<file path="config.mk">
export PLATFORM = sky130hd
export DESIGN_NAME = shift_frame_ctrl
export DESIGN_NICKNAME = d
export VERILOG_FILES = /design/src/rtl/shift_frame_ctrl.sv
export SDC_FILE = /design/constraint.sdc
export NUM_CORES = 1
export LEC_CHECK = 0
export ABC_AREA = 0
export CORE_ASPECT_RATIO = 0.9
export CORE_UTILIZATION = 50
export DETAILED_ROUTE_END_ITERATION = 8
export GPL_TIMING_DRIVEN = 0
export PLACE_DENSITY = 0.81
export SYNTH_ARGS = -nofsm -noshare
export SYNTH_HDL_FRONTEND = slang
export SYNTH_SLANG_ARGS = --single-unit
</file>
<file path="constraint.sdc">
create_clock -name i_clk -period 2.1 [get_ports i_clk]
set_input_delay 0.315 -clock i_clk [delete_from_list [all_inputs] [get_ports i_clk]]
set_output_delay 0.315 -clock i_clk [all_outputs]
set_load 0.03 [all_outputs]
</file>
<file path="src/rtl/shift_frame_ctrl.sv">
// Shift frame controller: takes a parallel tx word and shifts it out MSB
// first while shifting the serial input into the same register. The
// received word is offered on a valid/ready port, followed by a
// programmable idle gap before the next tx word is accepted.
module shift_frame_ctrl #(
  parameter int NBIT = 8,  // frame width, 2..32
  parameter int GAP  = 1   // idle cycles after a frame, 0..15
) (
  input  logic            i_clk,
  input  logic            i_rst,
  input  logic            i_tx_valid,
  output logic            o_tx_ready,
  input  logic [NBIT-1:0] i_tx_data,
  output logic            o_s,
  input  logic            i_s,
  output logic            o_frame,
  output logic            o_rx_valid,
  input  logic            i_rx_ready,
  output logic [NBIT-1:0] o_rx_data,
  output logic [7:0]      o_frame_cnt
);

  // Bit counter must hold NBIT itself so it never wraps inside a frame.
  localparam int CW = $clog2(NBIT + 1);
  // Timer reload: counts GAP-1 down to 0, giving exactly GAP cycles in ST_GAP.
  localparam logic [3:0] GAP_LOAD = (GAP > 0) ? 4'(GAP - 1) : 4'd0;

  typedef enum logic [1:0] {
    ST_IDLE,
    ST_SHIFT,
    ST_DONE,
    ST_GAP
  } state_t;

  state_t          state_q, state_d;
  logic [NBIT-1:0] shreg_q, shreg_d;
  logic [CW-1:0]   cnt_q, cnt_d;
  logic [3:0]      gap_q, gap_d;
  logic [7:0]      frame_cnt_q, frame_cnt_d;
  logic            s_q, s_d;
  logic            frame_q, frame_d;
  logic [NBIT-1:0] rx_data_q, rx_data_d;

  // Next-state, datapath and registered-output computation.
  always_comb begin
    state_d     = state_q;
    shreg_d     = shreg_q;
    cnt_d       = cnt_q;
    gap_d       = gap_q;
    frame_cnt_d = frame_cnt_q;
    rx_data_d   = rx_data_q;

    case (state_q)
      ST_IDLE: begin
        // o_tx_ready is high in IDLE, so i_tx_valid alone is the handshake.
        if (i_tx_valid) begin
          shreg_d = i_tx_data;
          cnt_d   = '0;
          state_d = ST_SHIFT;
        end
      end
      ST_SHIFT: begin
        shreg_d = {shreg_q[NBIT-2:0], i_s};
        cnt_d   = cnt_q + CW'(1);
        if (cnt_q == CW'(NBIT - 1)) begin
          state_d   = ST_DONE;
          rx_data_d = {shreg_q[NBIT-2:0], i_s};
        end
      end
      ST_DONE: begin
        if (i_rx_ready) begin
          frame_cnt_d = frame_cnt_q + 8'd1;
          if (GAP > 0) begin
            state_d = ST_GAP;
            gap_d   = GAP_LOAD;
          end else begin
            state_d = ST_IDLE;
          end
        end
      end
      ST_GAP: begin
        if (gap_q == 4'd0) begin
          state_d = ST_IDLE;
        end else begin
          gap_d = gap_q - 4'd1;
        end
      end
      default: state_d = ST_IDLE;
    endcase

    // Serial out and frame strobe are registered: they reflect the state
    // and register MSB that will be current in the next cycle.
    frame_d = (state_d == ST_SHIFT);
    s_d     = (state_d == ST_SHIFT) ? shreg_d[NBIT-1] : 1'b0;
  end

  // State and datapath registers with asynchronous reset.
  always_ff @(posedge i_clk or posedge i_rst) begin
    if (i_rst) begin
      state_q     <= ST_IDLE;
      shreg_q     <= '0;
      cnt_q       <= '0;
      gap_q       <= 4'd0;
      frame_cnt_q <= 8'd0;
      s_q         <= 1'b0;
      frame_q     <= 1'b0;
      rx_data_q   <= '0;
    end else begin
      state_q     <= state_d;
      shreg_q     <= shreg_d;
      cnt_q       <= cnt_d;
      gap_q       <= gap_d;
      frame_cnt_q <= frame_cnt_d;
      s_q         <= s_d;
      frame_q     <= frame_d;
      rx_data_q   <= rx_data_d;
    end
  end

  // Handshake flags decode the state register only; everything else is a flop.
  assign o_tx_ready  = (state_q == ST_IDLE);
  assign o_rx_valid  = (state_q == ST_DONE);
  assign o_s         = s_q;
  assign o_frame     = frame_q;
  assign o_rx_data   = rx_data_q;
  assign o_frame_cnt = frame_cnt_q;

endmodule

</file>
==> flow_summary.toml, run 1 <==
[outcome]
status = "finished clean"

[timing]
finalCriticalPeriod_ps = 1830
fin_ws_ps = 270
fin_worst_skew_ps = 10.1
rsz0062_at_grt = "false"
fin_crit_sh_pct = 87.2
tightest_slew_ps = 722
maxClockFrequency_mhz = 546
maxSlewViolCount = 0
maxSlewHeadroom_pct = 51.8
hold_ws_ps = 404
hold_viol = 0
tns_ps = 0
setup_viol = 0

[critical_path]
crit_start = "state_q[0]$_DFF_PP0_"
reg2reg_slack_ps = 420
cp_slowest_stage_delay_ps = 450
timing.rr.end = "state_q[0]$_DFF_PP0_"
cp_slowest_cell = "dfrtp_1"
path_cells = "buf_2 > clkbuf_4 > nor2_1 > clkbuf_2"
critical_path_required_ps = 1780
r2r-start = "gap_q[0]$_DFFE_PP0P_"
endpoint_kind = "output pin"
crit_family = "buffers and inverters"
cp-start-kind = "flop"
reg2reg_depth = 4
critPathBufInv = 3
path_class = "reg -> out"
path_max_fanout = 10
arrival_ps = 1520

[yosys]
synth.distinct_cells = 40
synth_area_per_cell_sq_um = 11.2
yosysSeqAreaShare_pct = 55.0
netlist.area_leader.share_pct = 55.0
synth_fp_nets = 162
synth_most_common_cell = "dfrtp_1"
synth_largest_area_cell = "dfrtp_1"
synth_area_sq_um = 1640
synth_compound_area_share_pct = 12.9
synthTopCellsByArea = "dfrtp_1 (55%), mux2_2 (6.2%), o21ai_0 (4.0%)"
synthArstFlopShare_pct = 100
synth-edff-count = 0
synthAdderAreaFrac_pct = 2.29
synth_flop_cell = "dfrtp_1"
synthCells = 146
synthMuxAreaShare_pct = 8.79
synth_top_family_by_area = "simple AND/OR/NAND/NOR gates"
synthXorXnorAreaFrac_pct = 3.74
ys_ff_latch = 36
yosys_warnings = 0
synthSimpleGateAreaFrac_pct = 14.2
yosys-top-cells-count = "dfrtp_1 (36), nand2_1 (14), o21ai_0 (13)"

[global_route]
grt_max_degree = 37
grt.overflow.total = 0
grt_pass1_wl_mm = 5.58
grt_util_met2_pct = 32.8
use_met1_pct = 27.6
grt_pass1_vias = 1204
top_usage_layer = "met2"
antenna_found_initial = 0
track_usage_pct = 20.6
use_met3_pct = 4.88

[placement]
postPlaceCellArea_sq_um = 2010
dp.cells = 220
gp_congestion = 0.766
io_buffers = 32
dp_hpwl_mm = 2.32
place_ws_ps = 151

[die]
rows = 19
die_w_microns = 62.3
ios = 33
start_util_pct = 53.0
die_h_microns = 56.3
dieArea_sq_um = 3510
fp.coreArea_sq_um = 3090

[routing]
wirelength_mm = 3.18
wire_per_inst_microns = 13.9
vias = 1249
drc = 0
first_iter_violations = 60
drt-pass1-iter-count = 4
vias_per_cell = 5.48
antenna_left = 0

[clocking]
clk_latency_ps = 340
clock_path_buffers = 2
cts.sinks = 36
cts_buffers = 5
clk_pin_slew_ps = 110
cts_tree = "done"
clockRootBuffer = "clkbuf_4"
hold_buffers = 0
cts_max_level = 2

[hold_path]
hold_path_class = "in -> async"

[final_layout]
post-route-util_pct = 67.4
finalNetCount = 201
stdcell_area_sq_um = 2080
drive_gt1_share_pct = 14.5
fin_cells = 228
syn_to_final_growth_pct = 27.3
antenna_cells = 0
fillers = 268

[pwr]
power.total_mw = 3.04
vdd_ir_drop_max_v = 0.000965
p_leak_nw = 0.938
p_per_area_nw_per_um2 = 1460

[job]
maxCapViolations = 0
==> worst reg2reg max path, stage by stage (launching register included) <==
cell and delay [ps]:
dfrtp_1 440, inv_1 80, ha_1 200, or3b_1 380, mux4_2 470
==> cell families after synthesis <==
kind of cell	count (synthesis)
AO/OA/AOI/OAI	33
XOR/XNOR	7
adder cells (fa/ha/maj)	3
buffers and inverters	12
flip-flops	36
multiplexers	12
AND/OR/NAND/NOR	43
==> placed cells by master (no fill, tap or decap), types with 2 or more instances in the layout <==
master | netlist | layout
o21ai_0 | 13 | 13
nand3_1 | 6 | 6
clkbuf_2 | 0 | 3
mux2_2 | 9 | 9
o22ai_1 | 2 | 2
xnor2_1 | 3 | 3
nand2b_1 | 2 | 2
a22oi_1 | 6 | 6
nand3b_1 | 2 | 2
clkdlybuf4s50_1 | 0 | 30
a21oi_1 | 2 | 2
ha_1 | 3 | 3
inv_1 | 7 | 6
nor3_1 | 2 | 2
mux2i_1 | 2 | 2
buf_2 | 4 | 3
nor2_1 | 5 | 5
xor2_1 | 4 | 4
dfrtp_1 | 36 | 36
a31oi_1 | 2 | 2
clkbuf_4 | 0 | 6
nand2_1 | 14 | 14
o311ai_0 | 2 | 2
==> layout make-up <==
cell class	instances	area (sq um)	share of cell area, %
Tap cell	42	52.6	2.52
Clock inverter	3	42.5	2.04
Clock buffer	5	37.5	1.80
Buffer	5	27.5	1.32
Sequential cell	36	901	43.2
Multi-Input combinational cell	98	687	33.0
Timing Repair Buffer	32	310	14.9
Inverter	7	26.3	1.26
==> how the worst max path moves through the flow <==
stage / to / depth (start not counted) / slack, ps
4_1_cts: o_rx_valid / 4 / 60
3_3_place_gp: o_tx_ready / 4 / 150
6_report: o_tx_ready / 4 / 270
2_1_floorplan: state_q[0]$_DFF_PP0_ / 4 / 530
5_1_grt: o_tx_ready / 4 / 140
3_5_place_dp: o_tx_ready / 4 / 150
==> registers in the layout, summed over array words and instances (netlist names) <==
register / flops
cnt_q: 4
gap_q: 4
o_frame: 1
o_frame_cnt: 8
o_rx_data: 8
o_s: 1
shreg_q: 8
state_q: 2
==> report_power, final <==
part | total, mW | switching, mW | internal (mW)
logic | 1.38 | 0.766 | 0.610
clock network | 0.478 | 0.230 | 0.248
registers | 1.19 | 0.223 | 0.967
==> per-layer routing <==
layer / wire (microns) / up-vias
li1: - / 606
met1: 1480 / 608
met2: 1530 / 27
met3: 116 / 8
met4: 48 / 0
met5: 0 / -
==> repair_timing <==
action / CTS / global route
resized for setup: 3 / 5
setup endpoints to repair: 2 / 2
hold endpoints to repair: 0 / 0
buffers inserted: 0 / 0
No activity file was read; power rests on OpenSTA's default activity.
==> inputs of run 2 (changes only) <==
--- a/config.mk
+++ b/config.mk
@@ -7,6 +7,7 @@
 export LEC_CHECK = 0
 export ABC_AREA = 0
 export CORE_ASPECT_RATIO = 0.9
+export CORE_MARGIN = 1
 export CORE_UTILIZATION = 50
 export DETAILED_ROUTE_END_ITERATION = 8
 export GPL_TIMING_DRIVEN = 0
==> results of run 2 <==
Same layout as run 1: the final DEF is identical, and so are final timing and power.
